`src/rtl/mos6502_pkg.sv`:
```
`default_nettype none
// ============================================================================
// Module : mos6502_pkg
// Brief  : Shared fetch-state encoding, reset-vector default and opcode
//          length decode for the NES 6502 front end.
// Rev    : 1.0  initial release
// ============================================================================
package mos6502_pkg;

  typedef enum logic [2:0] {
    VEC_LO = 3'd0,
    VEC_HI = 3'd1,
    OPC    = 3'd2,
    OP1    = 3'd3,
    OP2    = 3'd4,
    DONE   = 3'd5
  } fetch_state_t;

  localparam logic [15:0] RESET_VEC_DEFAULT = 16'hFFFC;

  // Instruction length from the aaa/bbb/cc opcode fields; first match wins.
  function automatic logic [1:0] instr_length(input logic [7:0] op);
    logic [2:0] aaa;
    logic [2:0] bbb;
    logic [1:0] cc;
    logic [1:0] len;
    aaa = op[7:5];
    bbb = op[4:2];
    cc  = op[1:0];
    len = 2'd1;
    if (op == 8'h20) begin
      len = 2'd3;
    end else if (op == 8'h00 || op == 8'h40 || op == 8'h60) begin
      len = 2'd1;
    end else begin
      case (bbb)
        3'b000: begin
          if (cc == 2'b01)                        len = 2'd2;
          else if (cc == 2'b00 && aaa >= 3'd5)    len = 2'd2;
          else if (cc == 2'b10 && aaa == 3'd5)    len = 2'd2;
          else                                    len = 2'd1;
        end
        3'b001:  len = 2'd2;
        3'b010:  len = (cc == 2'b01) ? 2'd2 : 2'd1;
        3'b011:  len = 2'd3;
        3'b100:  len = (cc == 2'b00 || cc == 2'b01) ? 2'd2 : 2'd1;
        3'b101:  len = 2'd2;
        3'b110:  len = (cc == 2'b01) ? 2'd3 : 2'd1;
        default: len = 2'd3;
      endcase
    end
    return len;
  endfunction

endpackage
`default_nettype wire

```
`src/rtl/mos6502_fetch_unit_if.sv`:
```
`default_nettype none
// ============================================================================
// Module : mos6502_fetch_unit_if
// Brief  : External byte bus, redirect and execute-stage handshake bundle.
// Rev    : 1.0  initial release
// ============================================================================
interface mos6502_fetch_unit_if #(
  parameter int ADDR_W = 16
);
  logic [7:0]        din;
  logic              rdy;
  logic [ADDR_W-1:0] addr;
  logic              rd_en;
  logic              redirect;
  logic [ADDR_W-1:0] redirect_pc;
  logic              instr_valid;
  logic              instr_ready;
  logic [7:0]        instr_opcode;
  logic [15:0]       instr_operand;
  logic [1:0]        instr_len;
  logic [ADDR_W-1:0] instr_pc;

  modport master (
    input  din, rdy, redirect, redirect_pc, instr_ready,
    output addr, rd_en, instr_valid, instr_opcode, instr_operand, instr_len, instr_pc
  );

  modport slave (
    output din, rdy, redirect, redirect_pc, instr_ready,
    input  addr, rd_en, instr_valid, instr_opcode, instr_operand, instr_len, instr_pc
  );
endinterface
`default_nettype wire

```
`src/rtl/mos6502_len_decode.sv`:
```
`default_nettype none
// ============================================================================
// Module : mos6502_len_decode
// Brief  : Combinational opcode-to-length decoder (1, 2 or 3 bytes).
// Rev    : 1.0  initial release
// ============================================================================
module mos6502_len_decode
  import mos6502_pkg::*;
(
  input  logic [7:0] opcode,
  output logic [1:0] len
);

  assign len = instr_length(opcode);

endmodule
`default_nettype wire

```
`src/rtl/mos6502_fetch_unit.sv`:
```
`default_nettype none
// ============================================================================
// Module : mos6502_fetch_unit
// Brief  : 6502 instruction fetch front end: reset vector, opcode/operand
//          fetch over an RDY-stretched byte bus, valid/ready to execute.
//          Optional macro FETCH_SYNC_EN adds sync and fetch_count outputs.
// Rev    : 1.0  initial release
// ============================================================================
module mos6502_fetch_unit
  import mos6502_pkg::*;
#(
  parameter int          ADDR_W    = 16,
  parameter logic [15:0] RESET_VEC = RESET_VEC_DEFAULT
) (
  input  logic clk,
  input  logic nrst,
  mos6502_fetch_unit_if.master bus
`ifdef FETCH_SYNC_EN
  ,
  output logic        sync,
  output logic [15:0] fetch_count
`endif
);

  localparam logic [ADDR_W-1:0] c_addr_one = {{(ADDR_W-1){1'b0}}, 1'b1};
  localparam logic [ADDR_W-1:0] c_vec_lo   = RESET_VEC[ADDR_W-1:0];
  localparam logic [ADDR_W-1:0] c_vec_hi   = c_vec_lo + c_addr_one;

  fetch_state_t      r_state;
  logic [ADDR_W-1:0] r_addr;
  logic              r_rd_en;
  logic [7:0]        r_vec_lo;
  logic [7:0]        r_opcode;
  logic [15:0]       r_operand;
  logic [1:0]        r_len;
  logic [ADDR_W-1:0] r_pc;
  logic              r_valid;

  logic [1:0]        w_len;
  logic              w_bus_done;
  logic              w_accept;
  logic              w_redirect;
  logic [15:0]       w_vector16;
  logic [ADDR_W-1:0] w_vector;
  logic [ADDR_W-1:0] w_next_pc;

  mos6502_len_decode u_len_decode (
    .opcode (bus.din),
    .len    (w_len)
  );

  assign w_bus_done = r_rd_en & bus.rdy;
  assign w_accept   = r_valid & bus.instr_ready;
  // Redirects are meaningless before the vector is known.
  assign w_redirect = bus.redirect & (r_state != VEC_LO) & (r_state != VEC_HI);
  assign w_vector16 = {bus.din, r_vec_lo};
  assign w_vector   = w_vector16[ADDR_W-1:0];
  assign w_next_pc  = r_pc + {{(ADDR_W-2){1'b0}}, r_len};

  always_ff @(posedge clk or negedge nrst) begin
    if (!nrst) begin
      r_state   <= VEC_LO;
      r_addr    <= c_vec_lo;
      r_rd_en   <= 1'b1;
      r_vec_lo  <= 8'h00;
      r_opcode  <= 8'h00;
      r_operand <= 16'h0000;
      r_len     <= 2'd0;
      r_pc      <= '0;
      r_valid   <= 1'b0;
    end else if (w_redirect) begin
      r_state <= OPC;
      r_addr  <= bus.redirect_pc;
      r_rd_en <= 1'b1;
      r_valid <= 1'b0;
    end else begin
      case (r_state)
        VEC_LO: if (w_bus_done) begin
          r_vec_lo <= bus.din;
          r_addr   <= c_vec_hi;
          r_state  <= VEC_HI;
        end
        VEC_HI: if (w_bus_done) begin
          r_addr  <= w_vector;
          r_state <= OPC;
        end
        OPC: if (w_bus_done) begin
          r_opcode  <= bus.din;
          r_operand <= 16'h0000;
          r_pc      <= r_addr;
          r_len     <= w_len;
          if (w_len == 2'd1) begin
            r_rd_en <= 1'b0;
            r_valid <= 1'b1;
            r_state <= DONE;
          end else begin
            r_addr  <= r_addr + c_addr_one;
            r_state <= OP1;
          end
        end
        OP1: if (w_bus_done) begin
          r_operand[7:0] <= bus.din;
          if (r_len == 2'd2) begin
            r_rd_en <= 1'b0;
            r_valid <= 1'b1;
            r_state <= DONE;
          end else begin
            r_addr  <= r_addr + c_addr_one;
            r_state <= OP2;
          end
        end
        OP2: if (w_bus_done) begin
          r_operand[15:8] <= bus.din;
          r_rd_en         <= 1'b0;
          r_valid         <= 1'b1;
          r_state         <= DONE;
        end
        DONE: if (w_accept) begin
          r_addr  <= w_next_pc;
          r_rd_en <= 1'b1;
          r_valid <= 1'b0;
          r_state <= OPC;
        end
        default: begin
          r_state <= VEC_LO;
          r_addr  <= c_vec_lo;
          r_rd_en <= 1'b1;
          r_valid <= 1'b0;
        end
      endcase
    end
  end

  assign bus.addr          = r_addr;
  assign bus.rd_en         = r_rd_en;
  assign bus.instr_valid   = r_valid;
  assign bus.instr_opcode  = r_opcode;
  assign bus.instr_operand = r_operand;
  assign bus.instr_len     = r_len;
  assign bus.instr_pc      = r_pc;

`ifdef FETCH_SYNC_EN
  logic [15:0] r_fetch_count;

  // An accepted record is counted even when a redirect lands on the same edge.
  always_ff @(posedge clk or negedge nrst) begin
    if (!nrst) begin
      r_fetch_count <= 16'h0000;
    end else if (w_accept) begin
      r_fetch_count <= r_fetch_count + 16'h0001;
    end
  end

  assign sync        = (r_state == OPC) & r_rd_en;
  assign fetch_count = r_fetch_count;
`endif

endmodule
`default_nettype wire

```
`src/flat_wrapper.sv`:
```
// flat-port wrapper written by rule: the top's interface ports become plain ports
module mos6502_fetch_unit_flat import mos6502_pkg::*;
#(
  parameter int          ADDR_W    = 16,
  parameter logic [15:0] RESET_VEC = RESET_VEC_DEFAULT
)
  (clk, nrst, bus_din, bus_rdy, bus_redirect, bus_redirect_pc, bus_instr_ready, bus_addr, bus_rd_en, bus_instr_valid, bus_instr_opcode, bus_instr_operand, bus_instr_len, bus_instr_pc);
  mos6502_fetch_unit_if #(.ADDR_W(ADDR_W)) bus_i ();
  input  logic clk;
  input  logic nrst;
  input wire logic [$bits(bus_i.din)-1:0] bus_din;
  input wire logic [$bits(bus_i.rdy)-1:0] bus_rdy;
  input wire logic [$bits(bus_i.redirect)-1:0] bus_redirect;
  input wire logic [$bits(bus_i.redirect_pc)-1:0] bus_redirect_pc;
  input wire logic [$bits(bus_i.instr_ready)-1:0] bus_instr_ready;
  output wire logic [$bits(bus_i.addr)-1:0] bus_addr;
  output wire logic [$bits(bus_i.rd_en)-1:0] bus_rd_en;
  output wire logic [$bits(bus_i.instr_valid)-1:0] bus_instr_valid;
  output wire logic [$bits(bus_i.instr_opcode)-1:0] bus_instr_opcode;
  output wire logic [$bits(bus_i.instr_operand)-1:0] bus_instr_operand;
  output wire logic [$bits(bus_i.instr_len)-1:0] bus_instr_len;
  output wire logic [$bits(bus_i.instr_pc)-1:0] bus_instr_pc;
  assign bus_i.din = bus_din;
  assign bus_i.rdy = bus_rdy;
  assign bus_i.redirect = bus_redirect;
  assign bus_i.redirect_pc = bus_redirect_pc;
  assign bus_i.instr_ready = bus_instr_ready;
  assign bus_addr = bus_i.addr;
  assign bus_rd_en = bus_i.rd_en;
  assign bus_instr_valid = bus_i.instr_valid;
  assign bus_instr_opcode = bus_i.instr_opcode;
  assign bus_instr_operand = bus_i.instr_operand;
  assign bus_instr_len = bus_i.instr_len;
  assign bus_instr_pc = bus_i.instr_pc;
  mos6502_fetch_unit #(.ADDR_W(ADDR_W), .RESET_VEC(RESET_VEC)) u_core (.clk(clk), .nrst(nrst), .bus(bus_i));
endmodule
```
`config.mk`:
```
export PLATFORM = sky130hd
export DESIGN_NAME = mos6502_fetch_unit_flat
export DESIGN_NICKNAME = d
export VERILOG_FILES = /design/src/rtl/mos6502_pkg.sv /design/src/rtl/mos6502_fetch_unit_if.sv /design/src/rtl/mos6502_len_decode.sv /design/src/rtl/mos6502_fetch_unit.sv /design/src/flat_wrapper.sv
export SDC_FILE = /design/constraint.sdc
export NUM_CORES = 1
export LEC_CHECK = 0
export ABC_AREA = 0
export CORE_AREA = 2 2 68 135
export CTS_BUF_LIST = sky130_fd_sc_hd__clkbuf_8
export DETAILED_ROUTE_END_ITERATION = 16
export DIE_AREA = 0 0 70 137
export PLACE_DENSITY = 0.74
export SYNTH_ARGS = -nofsm -noshare
export SYNTH_HDL_FRONTEND = slang
export SYNTH_SLANG_ARGS = --single-unit
```
`constraint.sdc`:
```
create_clock -name clk -period 2.34 [get_ports clk]
set_clock_uncertainty 0.2 [all_clocks]
set_input_delay 0.468 -clock clk [delete_from_list [all_inputs] [get_ports clk]]
set_output_delay 0.468 -clock clk [all_outputs]
set_load 0.05 [all_outputs]
```
==> impl_metrics.tcl <==
set metrics [dict create \
    numCtsBuffers 9 \
    path_cells "clkdlybuf4s50_1" \
    p_leak_uw 0.002327 \
    cts-htree-levels 3 \
    crit_path_max_fanout 5 \
    postSynthAreaPerCell_um2 9.538 \
    crit_cells 1 \
    place.port_buffers 88 \
    wl_mm 12.84 \
    grtUsageMet1 0.2750 \
    power.switching_uw 4529 \
    clockBufferDepth 2 \
    r2r_cells 7 \
    core_region_area_mm2 0.008528 \
    synth-edff-count 0 \
    drive_above_1_share 0.2919 \
    status "finished clean" \
    reg2reg_to "u_core.bus.addr[13]$_DFFE_PN1P_" \
    hold_viol 0 \
    syn_to_final_growth_pct 40.91 \
    grt_max_degree 34 \
    yosysSeqAreaShare 0.4547 \
    slowest_delay_ps 840 \
    die_width_um 70 \
    worstPathRequired_ps 1670 \
    worst_slew_pin_slew_ps 604.2 \
    grt_usage 0.2744 \
    clk_pin_slew_ps 90 \
    ant_nets 0 \
    routabilityCongestion 0.9036 \
    crit_type "register to output port" \
    nNetsFinal 583 \
    syn_area_mm2 0.003949 \
    cts_sinks 71 \
    clk_latency_ps 370 \
    vias_per_cell 5.911 \
    internal-power_uw 4484 \
    route.detailed.drc 0 \
    ys_types 52 \
    ys_async_sr_fraction 1.000 \
    finalCritPeriodShare 0.9937 \
    fin_crit_ps 2325 \
    dr.pass1.iters 5 \
    ys_ff_latch 71 \
    maxSlewViolCount 0 \
    cp.arrival_ps 1660 \
    max_freq_mhz 430.0 \
    placedInstanceArea_mm2 0.005264 \
    p_comb_frac 0.604 \
    p_clk_frac 0.117 \
    setup_violations 0 \
    rows 48 \
    die_y_um 137 \
    start_util 0.4630 \
    power_density_mw_per_mm2 1620 \
    grt_pass1_wl_mm 20.04 \
    critical_path.endpoint "bus_instr_pc[12]" \
    placed_cells 636 \
    io_pins 89 \
    final_cell_area_mm2 0.005564 \
    synth_nets 447 \
    antenna_found_initial 0 \
    die_area_mm2 0.009590 \
    grt_pass1_vias 3979 \
    worstSetupStartpointType "register" \
    critPathLaunch "u_core.bus.instr_pc[12]$_DFFE_PN0P_" \
    setup.worst_path.end_class "output port" \
    yosys_warnings 0 \
    drt_iter0_drc 270 \
    slowest_stage "clkdlybuf4s50_1" \
    place_hpwl_mm 9.627 \
    cts_root_buffer "clkbuf_8" \
    timing.rr.start "u_core.bus.instr_len[1]$_DFFE_PN0P_" \
    synth_cells 414 \
    crit_family "buffers and inverters" \
    fin_cells 655 \
    met3_usage 0.04492 \
    post_drt_wl_per_cell_um 19.60 \
    reg2reg_slack_ps 50 \
    cts_tree "built" \
    finalPower_uw 9013 \
    synth_flop_cell "dfrtp_1" \
    ir_drop_v 0.001043 \
    seqPwrFrac 0.279 \
    antenna-diode-count 0 \
    hp-class "input pin to register" \
    critical_path_buf_inv_count 1 \
    use_met2 0.5058 \
    vias 3872 \
    maxCapViolations 0 \
    grt_busiest_layer "met2" \
    switching_share 0.5025 \
    slew_headroom 0.5921 \
    globalRouteOverflowTotal 0 \
]
[cells by family (layout without fill, tap and decap cells)]
kind of cell / Yosys count / after routing / synth area share
AO/OA/AOI/OAI: 128 / 128 / 0.2120
XOR/XNOR: 25 / 25 / 0.05545
adder cells (fa/ha/maj): 5 / 5 / 0.01743
buffers and inverters: 34 / 175 / 0.03644
flip-flops: 71 / 71 / 0.4547
multiplexers: 29 / 29 / 0.08270
AND/OR/NAND/NOR: 122 / 122 / 0.1413
[layout make-up]
type | count | area [um2]
fillers | 721 | 2964
multi-input cells | 309 | 2069
flip-flops and latches | 71 | 1798
repair buffers | 148 | 1320
clock buffers | 10 | 137.6
well taps | 100 | 125.1
clock inverters | 6 | 68.82
inverters | 11 | 45.04
[stage by stage]
step                      utilization  setup WS [ps]  hold slack [ps]  setup TNS, ps
after CTS                      0.6441         -3.276            286.3         -3.276
after floorplan                     -         -4.424           -27.59         -4.424
after detailed placement       0.6172         -392.3            251.2          -8552
after global placement         0.6172         -378.8            245.1          -7492
final                          0.6524          14.64            220.3              0
after global routing           0.6524         -55.92            249.9         -132.2
[layout by cell type (no fill, tap or decap), types with 2 or more instances in the layout]
master / synthesis / layout
nor2b_1: 7 / 7
xor2_1: 12 / 12
xnor2_1: 13 / 13
buf_4: 0 / 77
buf_12: 0 / 3
inv_1: 8 / 8
nor2_1: 33 / 32
o32ai_1: 3 / 2
a22oi_1: 5 / 5
o31ai_1: 9 / 8
a21o_1: 2 / 2
o221ai_1: 3 / 3
dfstp_2: 15 / 15
dfrtp_1: 56 / 54
o21ai_1: 1 / 2
mux2_2: 29 / 29
dlygate4sd2_1: 0 / 2
nand3_1: 14 / 14
a22o_1: 12 / 12
dfrtp_2: 0 / 2
dlymetal6s2s_1: 0 / 2
nor4_1: 4 / 3
o22ai_1: 4 / 4
a221oi_1: 5 / 5
clkinvlp_4: 0 / 5
o211ai_1: 4 / 4
buf_6: 1 / 3
o21ai_0: 28 / 27
clkbuf_8: 0 / 10
nor4_2: 1 / 2
nor3_1: 9 / 9
nand2_1: 43 / 42
clkdlybuf4s50_1: 0 / 59
a21oi_1: 33 / 33
a31oi_1: 9 / 9
ha_1: 3 / 2
nand4_1: 4 / 4
[sequential cells by signal, summed over array words and instances, names as in the netlist]
register,cells
u_core.r_state,3
u_core.r_vec_lo,8
u_core.bus.instr_pc,16
u_core.bus.addr,16
u_core.bus.instr_operand,16
u_core.bus.instr_opcode,8
u_core.bus.instr_len,2
u_core.bus.instr_valid,1
u_core.bus.rd_en,1
[metal layers]
layer / wire, um / up-vias
met3: 574 / 53
met2: 7095 / 163
li1: - / 1784
met4: 745 / 0
met1: 4420 / 1872
met5: 0 / -
[power by group through the flow]
stage | logic, uW | registers (uW) | clock network (uW)
global placement | 5240 | 2510 | 0
CTS | 5330 | 2500 | 1060
detailed placement | 5320 | 2520 | 0
global route | 5770 | 2600 | 1120
finish | 5440 | 2520 | 1050
floorplan | 1950 | 3990 | 0
[Yosys cell counts, types with 2 or more instances]
cell type	count	area [um2]
o31ai_1	9	67.56
nor4_1	4	25.02
clkinv_1	2	7.510
a21o_1	2	15.01
a31oi_1	9	56.30
xnor2_1	13	113.9
nand3_1	14	70.07
mux2_2	29	326.6
o211ai_1	4	30.03
inv_1	8	30.03
a221oi_1	5	43.79
o32ai_1	3	26.28
o221ai_1	3	26.28
nand2b_1	2	12.51
nor2b_1	7	43.79
clkbuf_1	14	52.55
dfrtp_1	56	1401
buf_2	7	35.03
nor2_1	33	123.9
o21ai_0	28	140.1
a22oi_1	5	37.54
a21oi_1	33	165.2
nand4_1	4	25.02
a22o_1	12	105.1
nor3_1	9	45.04
nand2_1	43	161.4
xor2_1	12	105.1
ha_1	3	37.54
dfstp_2	15	394.1
o22ai_1	4	25.02
[worst min-delay path by stage]
stage / start / to / slack (ps) / cells after the start
floorplan: nrst / u_core.bus.addr[0]$_DFFE_PN0P_ / -30 / 0
global placement: nrst / u_core.bus.instr_pc[1]$_DFFE_PN0P_ / 250 / 1
detailed placement: nrst / u_core.bus.instr_pc[1]$_DFFE_PN0P_ / 250 / 1
CTS: u_core.bus.instr_operand[4]$_DFFE_PN0P_ / u_core.bus.instr_operand[4]$_DFFE_PN0P_ / 290 / 2
global route: bus_din[7] / u_core.bus.instr_opcode[7]$_DFFE_PN0P_ / 250 / 2
finish: bus_din[7] / u_core.bus.instr_opcode[7]$_DFFE_PN0P_ / 220 / 2
[what timing repair did]
action / 4_1_cts / 5_1_grt
resized for setup: 2 / 17
buffers inserted: 2 / 0
pin swaps: 1 / 2
hold buffers: 1 / 0
setup endpoints to repair: 7 / 21
endpoints found under the hold margin: 14 / 0
Power figures use the tool's default switching activity.
